--- config.mk ---
export PLATFORM = sky130hd
export DESIGN_NAME = up_down_counter_3to12
export DESIGN_NICKNAME = d
export VERILOG_FILES = /design/src/rtl/up_down_counter_3to12.sv
export SDC_FILE = /design/constraint.sdc
export NUM_CORES = 1
export LEC_CHECK = 0
export CAP_MARGIN = 30
export CORE_AREA = 10 10 47 49
export CTS_BUF_LIST = sky130_fd_sc_hd__clkbuf_8 sky130_fd_sc_hd__clkbuf_16
export DETAILED_ROUTE_END_ITERATION = 10
export DIE_AREA = 0 0 57 59
export DONT_BUFFER_PORTS = 1
export PLACE_DENSITY = 0.44
export REMOVE_ABC_BUFFERS = 1
export SYNTH_ARGS = -nofsm -noshare
export SYNTH_HDL_FRONTEND = slang
export SYNTH_SLANG_ARGS = --single-unit
--- constraint.sdc ---
create_clock -name clk -period 1.3 [get_ports clk]
set_input_delay 0.26 -clock clk [delete_from_list [all_inputs] [get_ports clk]]
set_output_delay 0.26 -clock clk [all_outputs]
set_load 0.02 [all_outputs]
--- src/rtl/up_down_counter_3to12.sv ---
// Bounded up/down modulo counter over [MIN_VAL, MAX_VAL].
// Synchronous reset, parallel load with clamp, wrap at both ends.
module up_down_counter_3to12 #(
    parameter int WIDTH   = 4,
    parameter int MIN_VAL = 3,
    parameter int MAX_VAL = 12
) (
    input  logic             clk,
    input  logic             reset,
    input  logic             up_down,
    input  logic             load,
    input  logic [WIDTH-1:0] d,
    output logic [WIDTH-1:0] q
);

    localparam logic [WIDTH-1:0] MIN_Q = WIDTH'(MIN_VAL);
    localparam logic [WIDTH-1:0] MAX_Q = WIDTH'(MAX_VAL);

    logic [WIDTH-1:0] count_q;
    logic [WIDTH-1:0] count_d;
    logic             below_min;
    logic             above_max;
    logic             at_min;
    logic             at_max;

    // Range flags for the current state; out-of-range values recover on count.
    always_comb begin
        below_min = (count_q < MIN_Q);
        above_max = (count_q > MAX_Q);
        at_min    = (count_q == MIN_Q);
        at_max    = (count_q == MAX_Q);
    end

    // Next count: reset beats load, load beats counting.
    always_comb begin
        count_d = count_q;
        if (reset) begin
            count_d = MIN_Q;
        end else if (load) begin
            if (d < MIN_Q) begin
                count_d = MIN_Q;
            end else if (d > MAX_Q) begin
                count_d = MAX_Q;
            end else begin
                count_d = d;
            end
        end else if (up_down) begin
            if (at_max || above_max || below_min) begin
                count_d = MIN_Q;
            end else begin
                count_d = count_q + 1'b1;
            end
        end else begin
            if (at_min || below_min || above_max) begin
                count_d = MAX_Q;
            end else begin
                count_d = count_q - 1'b1;
            end
        end
    end

    // Count register.
    always_ff @(posedge clk) begin
        count_q <= count_d;
    end

    assign q = count_q;

endmodule

-- Word-level counts from Yosys, hierarchy flattened
Index checks and enable logic that the tools add are counted.
- flip-flop bits (word level): 4
- output and inout bits: 4
- word-level logic and storage cells: 19
- $add $sub $neg: 2
- order comparisons: 4
- eq/ne operators: 2
- muxes and demuxes: 6
- reduce and logical (&&, ||, !) cells: 4
- operators with widths (kind ; count):
    2-to-1 mux 4 bit ; 6
    greater-than comparator 4 bit, second input constant ; 2
    less-than comparator 4 x 2 -> 1 bit, second input constant ; 2
    adder 4 x 1 -> 4 bit, second input constant ; 1
    equality test 4 x 2 -> 1 bit, second input constant ; 1
    equality test 4 bit, second input constant ; 1
    logical OR 1 bit ; 4
    subtractor 4 x 1 -> 4 bit, second input constant ; 1

-- Logic depth before layout (Yosys ltp)
Gate-level depths: netlist of run 1.
- word-level depth: 6
- gate-level depth with buffers: 5
- depth with buffers taken out: 5

-- Worst setup path after synthesis of run 1
Ideal clock, no wire load.
- kind: flip-flop to flip-flop
- start: register count_q[0] (netlist: q[0])
- end: register count_q[2] (netlist: q[2])
- library setup time: 0.123 ns
- arrival time: 1.361 ns
- slack: -0.184 ns
- stages on the path, launching flop included: 6
- path buffers: 0
- clock period less this slack: 1.484 ns
- path through: dfxtp_1 -> inv_1 -> ha_1 -> or3b_1 -> a21oi_1 -> o22ai_1
- cells in the longest elaborated chain, start to end: 6
- elaborated cells on any way between the ends: 14
- classes of those cells: 2 x add/sub; 2 x order compare; 2 x eq/ne; 4 x mux; 4 x reduce/logical
- RTL lines (element ; line ; RTL):
    start: declaration ; 19 ; logic [WIDTH-1:0] count_q;
    start signal: assignment ; 64 ; count_q <= count_d;
    less-than comparator 4 x 2 -> 1 bit (tied with other cells) ; 28 ; below_min = (count_q < MIN_Q);
    logical OR 1 bit, on equally long branches (2 in series) ; 54, 48 ;
    2-to-1 mux 4 bit, on equally long branches ; 54, 48 ;
    2-to-1 mux 4 bit * ; 47 ; end else if (up_down) begin
    2-to-1 mux 4 bit * ; 39 ; end else if (load) begin
Mark *: on every way between the ends. The rest lies on a longest branch, timed or not.
A chain may end at the register's enable or synchronous reset.

-- Worst setup path after layout of run 1
- start: register count_q[1] (netlist: q[1])
- end: register count_q[3] (netlist: q[3])
The elaborated chain is that of the path after synthesis.

==> qor.txt, run 1 <==
Maximum buffer depth of the clock tree = 2
Post-synthesis register bit count = 4
Register area = 83.8 sq um
Fraction of final layout cells sized beyond drive strength 1 = 0.388
Final setup violation count = 3
Max Clk Rate = 0.744 GHz
Slew at the pin with the worst max-slew slack = 0.330 ns
Fin util = 0.340
Power Total = 0.000582 W
Crit start category = flip-flop
Vias post-DR = 346
Amount of wire on met3 after detailed routing = 62 um
Fin worst setup slack = -0.0436 ns
Capture point of the critical path = q[3]
R2R Path End = q[3]
Number of diodes = 0
Outcome = finished, violations left
TritonCTS buffer count = 3
Fillcell total = 159
Source of the worst register-to-register timing path = q[1]
Routed wl met2 = 507 um
Antenna violations before repair = 0
Cell Area, Synth = 344 sq um
Synthesis warning total = 0
Wl on met1 = 388 um
Routed wire per std cell = 15.0 um
GRT Overall Usage = 0.0569
Initial core utilization = 0.246
Mean number of vias per cell = 5.32
Total Routed Length = 974 um
CTS Root Cell = clkbuf_8
Worst-path clk slew = 0.03 ns
Max layer used = met4
Vias in the first global route = 362
Sink count of the clock tree = 4
Critical path startpoint = q[1]
Final Cycle Share = 1.03
Wire length of the first global-routing pass = 1.52 mm
Die height = 59 um
RSZ-0062 raised after global routing = true
Standby leakage power = 0.195 nW
Max FO, Critical Path = 3
Flip-flop count of the largest register after layout = 4
Worst-case headroom to the max-slew limit = 0.780
Count of final hold-check violations = 0
Ports = 12
H-tree level count = 1
Maxcap violations = 0
Violated checks = negative setup slack
Critical path type = reg2reg
Post-detailed-placement cell area = 394 sq um
Buffers added on ports = 0
Number of buffers inserted to repair setup after CTS = 0
Path type of the worst min-delay path = in2reg
Clock tree from TritonCTS = done
Highest-count cells in the layout ignoring fill and taps = buf_4 (7), inv_1 (4), nand2_1 (4)
Worst-case vdd ir drop = 0.481 mV
Area used by multi-input combinational logic = 264 sq um
WP data required = 1.44 ns
Mean post-synth cell area = 8.39 sq um
Arrival time worst endpoint = 1.49 ns
CP Capture Type = flip-flop
Final setup TNS = -0.0923 ns
Final count of pins violating max slew = 0
Total die area = 0.00336 sq mm
Cell area after layout = 477 sq um
Worst min-delay path startpoint = reset
Remaining Overflow, GRT = 0
Part of the Yosys area used for sequential elements = 0.233
Standard-cell row count = 14
Final GP Congestion = 0.746
HPWL Detailed = 722 um
Power density over the cells = 1220 mW/mm^2
Area inside the core boundary = 0.00140 sq mm
First DRT Iteration DRCs = 2
Synthesis-to-finish area growth = 38.5%
Post-synth cell types = 23
Later-pin clock latency in the skew report = 0.22 ns
Worst Skew = 0.000274 ns
Remaining DRCs = 0
Largest net degree at the start of global routing = 11
Most common cell after layout, fill and taps aside = buf_4
Count of antenna-violating nets left after detailed routing = 0
Minimum setup slack among reg-to-reg paths = -0.04 ns
Final layout net count = 61
Shortest period the worst path allows = 1.34 ns
Drt first pass iters = 2
Logic depth of the worst register-to-register path = 4
Die width = 57 um
Cells after Synth = 41
[power by group]
part           switching (W)  internal, W
logic              0.0000718    0.0000807
registers          0.0000220     0.000138
clock network      0.0000705     0.000198
[critical path: stages (launching register included)]
cell	delay, ns
dfxtp_2	0.33
buf_4	0.14
or4_4	0.47
a21o_1	0.17
a31oi_1	0.16
[cells in the mapped netlist]
master | n | area share
or3b_1 | 2 | 0.051
and2b_1 | 2 | 0.044
nand2b_1 | 1 | 0.018
nand4_1 | 1 | 0.018
buf_6 | 2 | 0.065
a221o_1 | 2 | 0.058
nand2_1 | 4 | 0.044
or3_1 | 1 | 0.018
or4_4 | 1 | 0.033
nor3_1 | 1 | 0.015
ha_1 | 2 | 0.073
a311o_1 | 1 | 0.029
a21o_1 | 2 | 0.044
nand3_1 | 1 | 0.015
nor2b_1 | 1 | 0.018
dfxtp_1 | 4 | 0.23
inv_1 | 4 | 0.044
a31oi_1 | 3 | 0.055
nor2_1 | 1 | 0.011
a21oi_1 | 1 | 0.015
o22ai_1 | 1 | 0.018
maj3_1 | 2 | 0.058
a311oi_1 | 1 | 0.025
[how the worst min path moves through the flow]
stage	depth (start not counted)	slack, ns	end
after floorplan	1	0.36	q[0]
after global placement	1	0.37	q[0]
after detailed placement	1	0.37	q[0]
after CTS	1	0.14	q[0]
after global routing	1	0.15	q[0]
final	1	0.15	q[0]
[stage by stage]
| stage | hold WS [ns] | std cells | setup WS (ns) |
|---|---|---|---|
| floorplan | 0.365 | 39 | -0.184 |
| global placement | 0.368 | 62 | -0.110 |
| detailed placement | 0.370 | 62 | -0.106 |
| CTS | 0.141 | 65 | -0.0442 |
| global route | 0.148 | 65 | -0.0777 |
| finish | 0.146 | 65 | -0.0436 |
[layout make-up]
type                       instances  share of cell area
sequential                         4               0.176
multi-input combinational         31               0.554
timing repair buffer               7               0.110
tap                               16              0.0420
clock buffer                       3              0.0866
inverter                           4              0.0315
[cell families after synthesis]
group	after synthesis	synth area share
AND/OR/NAND/NOR	16	0.284
flip-flops	4	0.233
adder cells (fa/ha/maj)	4	0.131
AO/OA/AOI/OAI	11	0.244
buffers and inverters	6	0.109
[per-layer routing]
metal | up-vias | track usage
li1 | 168 | -
met2 | 9 | 0.0961
met3 | 2 | 0.0258
met1 | 167 | 0.0542
met5 | - | 0
met4 | 0 | 0.0403
[repair_timing]
action | CTS | global route
endpoints found under the setup margin | 4 | 4
hold buffers | 0 | 0
pin swaps | 6 | 8
gates resized for setup | 4 | 6
(Power assumes the default switching activity.)
==> run 2, diff against run 1 <==
--- a/config.mk
+++ b/config.mk
@@ -5,13 +5,14 @@
 export SDC_FILE = /design/constraint.sdc
 export NUM_CORES = 1
 export LEC_CHECK = 0
+export ABC_AREA = 1
 export CAP_MARGIN = 30
 export CORE_AREA = 10 10 47 49
 export CTS_BUF_LIST = sky130_fd_sc_hd__clkbuf_8 sky130_fd_sc_hd__clkbuf_16
 export DETAILED_ROUTE_END_ITERATION = 10
 export DIE_AREA = 0 0 57 59
 export DONT_BUFFER_PORTS = 1
-export PLACE_DENSITY = 0.44
+export PLACE_DENSITY = 0.47
 export REMOVE_ABC_BUFFERS = 1
 export SYNTH_ARGS = -nofsm -noshare
 export SYNTH_HDL_FRONTEND = slang
==> run 2 against run 1 <==
Against the previous run: the flow now finishes without violations; global-route usage rose by 0.84 points; critical endpoint is now q[0]; core utilization decreased by 0.89 points; critical path type unchanged; largest power group unchanged; setup slack better by 0.18 ns; clock skew grew 0.0056 ns.
==> qor.txt, run 2 <==
Largest area contributor in the synthesized netlist = dfxtp_1
Part of the Yosys area used for sequential elements = 0.217
TritonCTS buffer count = 3
Post-synthesis register bit count = 4
Worst-case headroom to the max-slew limit = 0.802
Mean post-synth cell area = 5.86 sq um
Flip-flop count of the largest register after layout = 4
Kind of cell adding the most delay to the critical path = simple AND/OR/NAND/NOR gates
Adder and majority cell fraction of the synthesized area = 0.0678
Clock tree from TritonCTS = done
Critical path type = reg2reg
Crit start category = flip-flop
Outcome = finished clean
Remaining Overflow, GRT = 0
Switching part of the total power = 0.309
Dominant register cell in the synthesized netlist = dfxtp_1
Count of final hold-check violations = 0
Highest-count cells in the layout ignoring fill and taps = nand2_1 (19), inv_1 (7), nor2_1 (5), buf_4 (5), a21oi_1 (4)
Standard-cell row count = 14
Combinational family with the most area after synthesis = simple AND/OR/NAND/NOR gates
Worst Skew = 0.00583 ns
Most common cell in the synthesized netlist = nand2_1
HPWL Detailed = 787 um
Synthesis warning total = 0
Number of enable flip-flop cells after synthesis = 0
Fin worst setup slack = 0.136 ns
CP Capture Type = flip-flop
Later-pin clock latency in the skew report = 0.22 ns
Final Cycle Share = 0.895
Global routing met3 resource utilization = 0.0300
Maxcap violations = 0
Internal power component = 0.000400 W
Top cell types by occurrence after synthesis = nand2_1 (19), inv_1 (7), nor2_1 (5)
Fraction of synthesized cell area taken by the top area cell type = 0.217
Comb power frac = 0.267
Pre-CTS worst setup slack = 0.0718 ns
Ports = 12
Vias in the first global route = 425
Mean number of vias per cell = 4.62
Cell Area, Synth = 369 sq um
Async set-or-reset flop fraction in the synthesized netlist = 0
Max FO, Critical Path = 5
Remaining DRCs = 0
Final layout net count = 82
Die height = 59 um
Vias post-DR = 397
Fraction of the mapped netlist area in compound gates = 0.149
Sink count of the clock tree = 4
Area used by multi-input combinational logic = 244 sq um
Number of buffers inserted to repair setup after CTS = 0
Power Total = 0.000578 W
Max Clk Rate = 0.859 GHz
Most common cell after layout, fill and taps aside = nand2_1
Fillcell total = 160
Fraction of final layout cells sized beyond drive strength 1 = 0.271
Routed wire per std cell = 11.1 um
Met2 usage in global routing = 0.0961
Area inside the core boundary = 0.00140 sq mm
RSZ-0062 raised after global routing = false
CTS Root Cell = clkbuf_8
Final setup violation count = 0
Worst-path clk slew = 0.03 ns
Biggest area contributors in the synthesized netlist = dfxtp_1 (22%), nand2_1 (19%), inv_1 (7.1%)
Gr busiest metal = met2
Maximum buffer depth of the clock tree = 2
Critical path's slowest cell = dfxtp_2
Mux share of post-synthesis cell area = 0
Cell Chain, Critical Path = inv_1 -> ha_1 -> nand2_1 -> nand2_1 -> nor2_1 -> nor2_2 -> o21ai_1 -> nand2_1
Largest net degree at the start of global routing = 11
Slew at the pin with the worst max-slew slack = 0.296 ns
Die width = 57 um
Worst-case vdd ir drop = 0.435 mV
Power density over the cells = 1250 mW/mm^2
Total Routed Length = 958 um
H-tree level count = 1
Shortest period the worst path allows = 1.16 ns
Number of diodes = 0
Path type of the worst min-delay path = in2reg
Met1 GRT Util = 0.0679
First DRT Iteration DRCs = 5
Initial core utilization = 0.263
Cells after Synth = 63
Count of antenna-violating nets left after detailed routing = 0
Post-synth cell types = 20
WP data required = 1.40 ns
Register area = 83.8 sq um
Synthesis-to-finish area growth = 25.8%
Post-synthesis simple-gate area fraction = 0.420
Drt first pass iters = 2
Final count of pins violating max slew = 0
Standby leakage power = 0.244 nW
GRT Overall Usage = 0.0653
Most frequent cell on the critical path = nand2_1
Antenna violations before repair = 0
Proportion of power drawn by flip-flops and latches = 0.280
Net Switching = 0.000179 W
Final GP Congestion = 0.743
Part of the power in the clock network = 0.453
Hold bufs inserted after CTS = 0
Number of buffer and inverter instances along the worst setup path = 1
Share of the synthesized netlist area taken by xor and xnor gates = 0.0237
Wire length of the first global-routing pass = 1.73 mm
Arrival time worst endpoint = 1.26 ns
Total die area = 0.00336 sq mm
Largest incremental delay on the critical path = 0.35 ns
Buffers added on ports = 0
[run 2: cell count changes in the layout (fill, tap and decap cells not counted), sizes merged, moves of 4 or more]
cell   delta
nor2      +6
inv       +6
o21ai     +4
nand2    +17
a21oi     +4
[run 2: power groups by stage]
stage,clock network [W],logic [W],registers [W]
final,0.000262,0.000154,0.000162
after global routing,0.000281,0.000178,0.000166
after floorplan,0,0.0000971,0.000172
after CTS,0.000269,0.000156,0.000160
after detailed placement,0,0.000154,0.000161
after global placement,0,0.000155,0.000162
[run 2: through the flow]
stage | TNS, ns | instances | instance area [sq um] | utilization | hold WS (ns)
detailed placement | 0 | 83 | 419 | 0.299 | 0.380
global route | 0 | 86 | 464 | 0.331 | 0.180
finish | 0 | 86 | 464 | 0.331 | 0.155
floorplan | -0.00701 | 62 | 362 | - | 0.365
global placement | 0 | 83 | 419 | 0.299 | 0.386
CTS | 0 | 86 | 460 | 0.329 | 0.153
[run 2: worst reg2reg max path, cell delays in order, from the launching register on]
cell and delay, ns:
dfxtp_2 0.35, inv_1 0.06, ha_1 0.20, nand2_1 0.08
nand2_1 0.05, nor2_1 0.11, nor2_2 0.06, o21ai_1 0.07
nand2_1 0.06
[run 2: final timing paths]
kind / to / slack [ns] / cells past startpoint / start
hold reg to reg: q[0] / 0.66 / 4 / q[0]
setup reg to reg: q[0] / 0.14 / 8 / q[0]
hold / removal: q[1] / 0.16 / 2 / reset
setup / recovery: q[0] / 0.14 / 8 / q[0]
[run 2: final cells by class]
cell class | count | share of cell area
multi-input cells | 48 | 0.526
flip-flops and latches | 4 | 0.181
clock buffers | 3 | 0.0889
repair buffers | 5 | 0.0809
inverters | 10 | 0.0809
well taps | 16 | 0.0431
[run 2: per-layer routing]
metal	up-vias	wire, um	part of all wire
met5	-	0	0
met4	0	17	0.018
met3	2	93	0.097
met2	11	419	0.44
met1	172	428	0.45
li1	212	-	-
[run 2: repair_timing]
action                     in CTS  in global routing
setup endpoints to repair       0                  4
resized for setup               0                  3
hold endpoints to repair        0                  0
[run 2: cell families (layout without fill, tap and decap cells)]
| group | Yosys count | after routing |
|---|---|---|
| xor gates and xnor gates | 1 | 1 |
| and+or+nand+nor | 35 | 35 |
| DFF | 4 | 4 |
| adders and majority gates | 2 | 2 |
| buffers and inverters | 11 | 18 |
| AOI/OAI and AO/OA | 10 | 10 |
